$ cat config.mk
export PLATFORM = sky130hd
export DESIGN_NAME = cond_unit
export DESIGN_NICKNAME = d
export VERILOG_FILES = /design/src/rtl/cond_pkg.sv /design/src/rtl/cond_check.sv /design/src/rtl/cond_unit.sv
export SDC_FILE = /design/constraint.sdc
export NUM_CORES = 1
export LEC_CHECK = 0
export BUFFER_PORTS_ARGS = -buffer_cell sky130_fd_sc_hd__buf_4
export CAP_MARGIN = 10
export CORE_AREA = 10 10 47 49
export CTS_CLUSTER_DIAMETER = 200
export DETAILED_ROUTE_END_ITERATION = 7
export DIE_AREA = 0 0 57 59
export PLACE_DENSITY = 0.72
export SLEW_MARGIN = 30
export SYNTH_ARGS = -nofsm -noshare
export SYNTH_HDL_FRONTEND = slang
export SYNTH_HIERARCHICAL = 1
export SYNTH_SLANG_ARGS = --single-unit
$ cat constraint.sdc
create_clock -name clk -period 2.5 [get_ports clk]
set_input_delay 0.5 -clock clk [delete_from_list [all_inputs] [get_ports clk]]
set_output_delay 0.5 -clock clk [all_outputs]
set_load 0.02 [all_outputs]
$ cat src/rtl/cond_pkg.sv
// cond_pkg: shared types and constants for the conditional-execution unit.
//   cond_e  : the 16 ARM condition codes (Instr[31:28])
//   state_e : sequencing state for register-shifted-register instructions
//   N/Z/C/V : bit positions of the flags inside the 4-bit {N,Z,C,V} vector
package cond_pkg;

  typedef enum logic [3:0] {
    EQ = 4'b0000,
    NE = 4'b0001,
    CS = 4'b0010,
    CC = 4'b0011,
    MI = 4'b0100,
    PL = 4'b0101,
    VS = 4'b0110,
    VC = 4'b0111,
    HI = 4'b1000,
    LS = 4'b1001,
    GE = 4'b1010,
    LT = 4'b1011,
    GT = 4'b1100,
    LE = 4'b1101,
    AL = 4'b1110,
    NV = 4'b1111
  } cond_e;

  typedef enum logic {
    EXEC    = 1'b0,
    RS_READ = 1'b1
  } state_e;

  localparam int unsigned N = 3;
  localparam int unsigned Z = 2;
  localparam int unsigned C = 1;
  localparam int unsigned V = 0;

endpackage

$ cat src/rtl/cond_check.sv
// cond_check: purely combinational condition evaluator.
// Ports:
//   Cond   in  cond_e  condition field of the current instruction
//   Flags  in  4       registered {N,Z,C,V}
//   CondEx out 1       1 when the instruction is allowed to execute
module cond_check
  import cond_pkg::*;
(
  input  cond_e      Cond,
  input  logic [3:0] Flags,
  output logic       CondEx
);

  logic n, z, c, v;

  assign n = Flags[N];
  assign z = Flags[Z];
  assign c = Flags[C];
  assign v = Flags[V];

  always_comb begin
    CondEx = 1'b0;
    case (Cond)
      EQ:      CondEx = z;
      NE:      CondEx = !z;
      CS:      CondEx = c;
      CC:      CondEx = !c;
      MI:      CondEx = n;
      PL:      CondEx = !n;
      VS:      CondEx = v;
      VC:      CondEx = !v;
      HI:      CondEx = c && !z;
      LS:      CondEx = !c || z;
      GE:      CondEx = (n == v);
      LT:      CondEx = (n != v);
      GT:      CondEx = !z && (n == v);
      LE:      CondEx = z || (n != v);
      AL:      CondEx = 1'b1;
      // 1111 is unsupported in this core and behaves as "never"
      default: CondEx = 1'b0;
    endcase
  end

endmodule

$ cat src/rtl/cond_unit.sv
// cond_unit: NZCV flag register, condition gating of decoder strobes, and
// two-cycle sequencing of register-shifted-register data-processing ops
// (the register file has only two read ports, so Rs is read first).
//
//   state   | meaning
//   --------+-----------------------------------------------------------
//   EXEC    | normal execute; a passing reg-shifted op stalls here once
//   RS_READ | second cycle of a reg-shifted op, executes with latched Rs
//
// Ports:
//   clk, reset                 clock, synchronous active-high reset
//   Cond[3:0]                  condition field
//   ALUFlags[3:0]              {N,Z,C,V} from the ALU
//   ShiftCarry                 barrel shifter carry-out
//   FlagW[1:0]                 [1]=write NZ, [0]=write CV
//   ShiftOp[2:0]               0 = no shift
//   PCS, RegW, MemW            decoder strobes
//   Src2Val                    register-specified shift amount
//   PCSrc, RegWrite, MemWrite  gated strobes
//   Flags[3:0]                 registered {N,Z,C,V}
//   CondEx                     condition passed
//   Stall                      hold PC/instruction this cycle
//   RsPhase                    Rs routed to read port 2
module cond_unit
  import cond_pkg::*;
(
  input  logic       clk,
  input  logic       reset,
  input  logic [3:0] Cond,
  input  logic [3:0] ALUFlags,
  input  logic       ShiftCarry,
  input  logic [1:0] FlagW,
  input  logic [2:0] ShiftOp,
  input  logic       PCS,
  input  logic       RegW,
  input  logic       MemW,
  input  logic       Src2Val,
  output logic       PCSrc,
  output logic       RegWrite,
  output logic       MemWrite,
  output logic [3:0] Flags,
  output logic       CondEx,
  output logic       Stall,
  output logic       RsPhase
);

  state_e     state, state_nx;
  logic [3:0] flags_nx;
  logic       exec;
  logic       shifted;

  assign shifted = (ShiftOp != 3'b000);

  // Flags are never affected by the current ALU result, so CondEx stays
  // stable across both cycles of a register-shifted instruction.
  cond_check u_cond_check (
    .Cond   (cond_e'(Cond)),
    .Flags  (Flags),
    .CondEx (CondEx)
  );

  always_ff @(posedge clk) begin
    if (reset) begin
      state <= EXEC;
      Flags <= 4'b0000;
    end else begin
      state <= state_nx;
      Flags <= flags_nx;
    end
  end

  always_comb begin
    state_nx = state;
    exec     = 1'b0;
    Stall    = 1'b0;
    RsPhase  = 1'b0;
    // Reset suppresses all side effects in the same cycle, including the
    // second half of an in-flight reg-shifted instruction.
    if (!reset) begin
      case (state)
        EXEC: begin
          if (CondEx && Src2Val && shifted) begin
            Stall    = 1'b1;
            RsPhase  = 1'b1;
            state_nx = RS_READ;
          end else begin
            exec = 1'b1;
          end
        end
        RS_READ: begin
          exec     = 1'b1;
          state_nx = EXEC;
        end
        default: state_nx = EXEC;
      endcase
    end
  end

  assign PCSrc    = exec && CondEx && PCS;
  assign RegWrite = exec && CondEx && RegW;
  assign MemWrite = exec && CondEx && MemW;

  always_comb begin
    flags_nx = Flags;
    if (exec && CondEx) begin
      if (FlagW[1]) begin
        flags_nx[N] = ALUFlags[N];
        flags_nx[Z] = ALUFlags[Z];
      end
      // An ALU carry write takes priority over the shifter carry.
      if (FlagW[0]) begin
        flags_nx[C] = ALUFlags[C];
        flags_nx[V] = ALUFlags[V];
      end else if (FlagW[1] && shifted) begin
        flags_nx[C] = ShiftCarry;
      end
    end
  end

endmodule

======== Word-level counts from Yosys, hierarchy flattened ========
Cells that the tools add are included.
cells by class
  add/sub/neg operators ................... 0
  $mul .................................... 0
  div/mod/pow operators ................... 0
  $lt $le $gt $ge ......................... 0
  equality and inequality tests ........... 16
  shift-type cells ........................ 0
  muxes and demuxes ....................... 10
  bitwise gates (word level) .............. 1
  reductions and logical operators ........ 21
operator list
  kind                                                             count
  4-bit == test, second input constant                             7
  4-bit by 3-bit == test with 1-bit output, second input constant  4
  1-bit case mux with 15 select lines                              1
  1-bit logical AND                                                9
  4-bit by 2-bit == test with 1-bit output, second input constant  2
  1-bit 2-to-1 mux                                                 7
  2-bit AND reduction                                              3
  4-bit by 1-bit == test with 1-bit output, second input constant  1
  1-bit zero test                                                  4
  4-bit zero test                                                  1
  1-bit case mux with 2 select lines                               2
  3-bit nonzero test                                               1
  1-bit logical OR                                                 2
  2-bit nonzero test                                               1
  1-bit == test                                                    1
  1-bit inequality test                                            1
  1-bit NOT                                                        1
storage, ports and cells
  flip-flop bits (word level) ............. 5
  bits in latches ......................... 0
  bits in writable memories ............... 0
  bits in read-only memories .............. 0
  input port bits ......................... 20
  output and inout port bits .............. 10
  word-level logic and storage cells ...... 52
  memories ................................ 0

======== Logic depth before layout (Yosys ltp) ========
  depth in word-level cells ............... 10
  gate-level depth with buffers ........... 7
  gate-level depth less buffers ........... 6

======== Cells and area by module ========
Netlist, hierarchy kept.
modules (own cells, without submodules)
  module      instances  cells an instance  area an instance (um^2)  sequential area each (um^2)
  cond_unit   1          32                 322.8                    100.1
  cond_check  1          28                 193.9                    0.0

======== Worst setup path after synthesis ========
No wires, ideal clock.
  kind .................................... in2out
  start ................................... input Cond[3]
  end ..................................... output Stall
  data arrival time ....................... 2.605 ns
  required time ........................... 2.000 ns
  slack ................................... -0.605 ns
  stages on the path ...................... 7
  path buffers ............................ 2
  cells stage by stage .................... buf_2 or2b_1 o31ai_1 a211o_1 a211o_1 nor4b_1 buf_4
between the ends
  word-level cells in the longest chain between the ends .. 7
  elaborated cells on any way between the ends .. 21
  classes of those cells .................. eq/ne: 14; mux: 4; reduce/logical: 3
RTL lines
  item                                     line              text
  start, declared                          cond_unit.sv:29   input logic [3:0] Cond,
  4-bit == test (tied with other cells)    cond_check.sv:23  case (Cond)
  1-bit case mux with 15 select lines (*)  cond_check.sv:23
  via CondEx                               cond_unit.sv:42   output logic CondEx,
  1-bit logical AND (*) (2 in a row)       cond_unit.sv:82   if (CondEx && Src2Val && shifted) begin
  1-bit 2-to-1 mux (*) (3 in a row)        n/a
  end, declared                            cond_unit.sv:43   output logic Stall,
Mark *: on every way through the listed nets, which the timed path passes. The rest lies on a longest branch.

======== Worst setup path in the final report ========
  start ................................... register Flags[3]
  end ..................................... output Stall
between the ends
  word-level cells in the longest chain between the ends .. 8
  elaborated cells on any way between the ends .. 11
  classes of those cells .................. eq/ne: 2; mux: 4; reduce/logical: 5
RTL lines
  item                                                    line                                text
  start, declared                                         cond_unit.sv:41                     output logic [3:0] Flags,
  start signal, assigned                                  cond_unit.sv:68                     Flags <= flags_nx;
  1-bit inequality test or 1-bit == test (tied branches)  n/a
  1-bit logical OR or 1-bit logical AND (tied branches)   cond_check.sv:37, cond_check.sv:36
  1-bit case mux with 15 select lines (*)                 cond_check.sv:23
  1-bit logical AND (*) (2 in a row)                      cond_unit.sv:82
  1-bit 2-to-1 mux (*)                                    cond_unit.sv:82
  1-bit 2-to-1 mux (*)                                    cond_unit.sv:80                     case (state)
  1-bit 2-to-1 mux (*)                                    cond_unit.sv:79                     if (!reset) begin
Every way passes the cells marked *; elsewhere a longest branch is shown, timed or not.

==> impl_metrics.tcl <==
set metrics [dict create \
    worst-slew-pin-transition_ns 0.359 \
    fp-row-count 14 \
    start_util_pct 36.9 \
    synth_edf_count 0 \
    synth_seq_cells 5 \
    io_buffers 29 \
    ir_worst_vdd_mv 0.189 \
    avgSynthCellArea_um2 8.61 \
    status "completed" \
    hold_class "flip-flop to flip-flop" \
    top_usage_layer "met2" \
    via_per_inst 5.31 \
    synth_area_um2 517 \
    routedWlPerCell_um 15.5 \
    cts-buffers-inserted 3 \
    hpwlAfterDp_mm 1.32 \
    rr_worst_depth 9 \
    ios 30 \
    critPathMaxFanout 5 \
    drc 0 \
    use_met3_pct 6.65 \
    syn-instance-count 60 \
    synth_cell_types 29 \
    setup_viol 0 \
    num-fill-cells 138 \
    fin_util_pct 63.1 \
    grt_use_met2_pct 14.9 \
    netlist_top_cells_area "dfxtp_1 19%, nand2b_1 11%, mux2i_1 7.7%" \
    yosysMostFrequentCell "nand2b_1" \
    overflow 0 \
    cts.sinks 5 \
    cp-start-kind "flip-flop" \
    root_buffer "clkbuf_4" \
    async_flop_share_pct 0 \
    cts_tree "built" \
    antenna_found_initial 0 \
    worstSetupEndpointType "output port" \
    cp_data_required_time_ns 2.00 \
    rsz0062_at_grt "true" \
    worstSkewPairLatency_ns 0.25 \
    drtIter0Drc 18 \
    die_area_mm2 0.00336 \
    fin_crit_sh_pct 98.4 \
    stdcell_count 112 \
    dp_cells 104 \
    grt_pass1_wl_mm 2.62 \
    grt_max_degree 14 \
    grt_pass1_vias 587 \
    cp.arrival_ns 1.96 \
    timing_hold_violations_final 0 \
    antennaDiodeCount 0 \
    area_growth_pct 71.2 \
    hold_path_depth 2 \
    drive_above_1_share_pct 58.3 \
    die_h_um 59 \
    clockBufferDepth 2 \
    fin_skew_ns 0.00863 \
    slew_viol_final 0 \
    routed_wl_mm 1.73 \
    use_met1_pct 9.47 \
    synth_top_area_share_pct 19.4 \
    p_leak_nw 0.397 \
    gp_congestion 0.823 \
    period_minus_slack_ns 2.46 \
    track_usage_pct 9.32 \
    vias 595 \
    ys_seq_area_share_pct 19.4 \
    synth_fp_nets 80 \
    die_w_um 57 \
    synth_top_area_cell "dfxtp_1" \
    crit_type "flip-flop to output port" \
    dr.pass1.iters 4 \
    detail-route-antenna-nets 0 \
    yosys-top-cells-count "9 x nand2b_1, 5 x dfxtp_1, 4 x mux2i_1, 4 x nor3b_1" \
    power_density_mw_per_mm2 392 \
    fmax_mhz 406 \
    cts_hold_buf 0 \
    relSlewSlack_pct 76.1 \
    core_area_mm2 0.00140 \
    cts.clk_slew.worst_paths_ns 0.04 \
    finalNetCount 117 \
    cts_max_level 1 \
    ys.flop_type "dfxtp_1" \
    max-cap-violations 0 \
    ys_warn_count 6 \
]
[path summary, 6_finish.rpt]
check                   to      from  slack, ns
setup reg to reg  Flags[1]  Flags[3]       0.35
hold / removal    Flags[2]  Flags[2]       0.52
setup / recovery     Stall  Flags[3]       0.04
hold reg to reg   Flags[2]  Flags[2]       0.52
[layout by cell type, fill, tap and decap left out, drive strengths merged, types with 2 or more instances in the layout]
cell type and n:
a211o 2, a21oi 3, buf 36, clkbuf 4, dfxtp 5, mux2 2, mux2i 4, nand2 2
nand2b 9, nor2 3, nor2b 2, nor3 3, nor3b 4, nor4b 2, o211ai 3
[routing by layer]
metal | share of wire [%] | routed length, um
met1 | 37 | 649
met2 | 46 | 802
met3 | 15 | 262
met4 | 0.98 | 17
met5 | 0 | 0
[where the power goes]
group          leakage [nW]  switching, mW  total (mW)  internal [mW]
sequential           0.0424        0.00689      0.0919         0.0850
clock                0.0150         0.0368      0.0974         0.0606
combinational         0.340         0.0705       0.157         0.0865
total                 0.397          0.114       0.346          0.232
[sequential cells by signal, summed over array words and instances, names as in the netlist]
register / flops
state: 1
Flags: 4
[area by class of cell]
type                    instances  area (um2)  area share (%)
multi-input cells              51         458            51.8
clock buffers                   4        26.3            2.97
flip-flops and latches          5         106            12.0
repair buffers                 36         274            31.0
well taps                      16        20.0            2.26
[metrics by stage]
| step | TNS [ns] | area (um2) | hold slack [ns] | setup WS (ns) | total power, mW |
|---|---|---|---|---|---|
| final | 0 | 885 | 0.517 | 0.0398 | 0.346 |
| after global routing | -0.0421 | 885 | 0.533 | -0.0212 | 0.363 |
| after CTS | 0 | 816 | 0.532 | 0.0195 | 0.327 |
| after detailed placement | -0.00597 | 788 | 0.557 | -0.00327 | 0.229 |
| after global placement | 0 | 788 | 0.548 | 0.0334 | 0.227 |
| after floorplan | 0 | 548 | 0.588 | 0.00265 | 0.171 |
[kinds of logic (layout without fill, tap and decap cells)]
family / count (synthesis) / in the layout / synth area share, %
xor+xnor: 2 / 2 / 4.84
flops: 5 / 5 / 19.4
buf+inv: 4 / 40 / 3.87
mux: 6 / 6 / 13.6
simple gates: 27 / 27 / 34.4
compound gates: 16 / 16 / 24.0
[worst max-delay path, cell delays in order, from the launching register on]
cell     delay, ns
dfxtp_4       0.36
xnor2_4       0.21
o22ai_2       0.09
a211o_1       0.27
a211o_2       0.36
buf_6         0.13
nor4b_4       0.12
buf_4         0.17
[timing repair]
action,4_1_cts,5_1_grt
endpoints found under the setup margin,5,5
gates resized for setup,2,9
pin swaps,1,4
setup buffers,0,4
(Power assumes the default switching activity.)
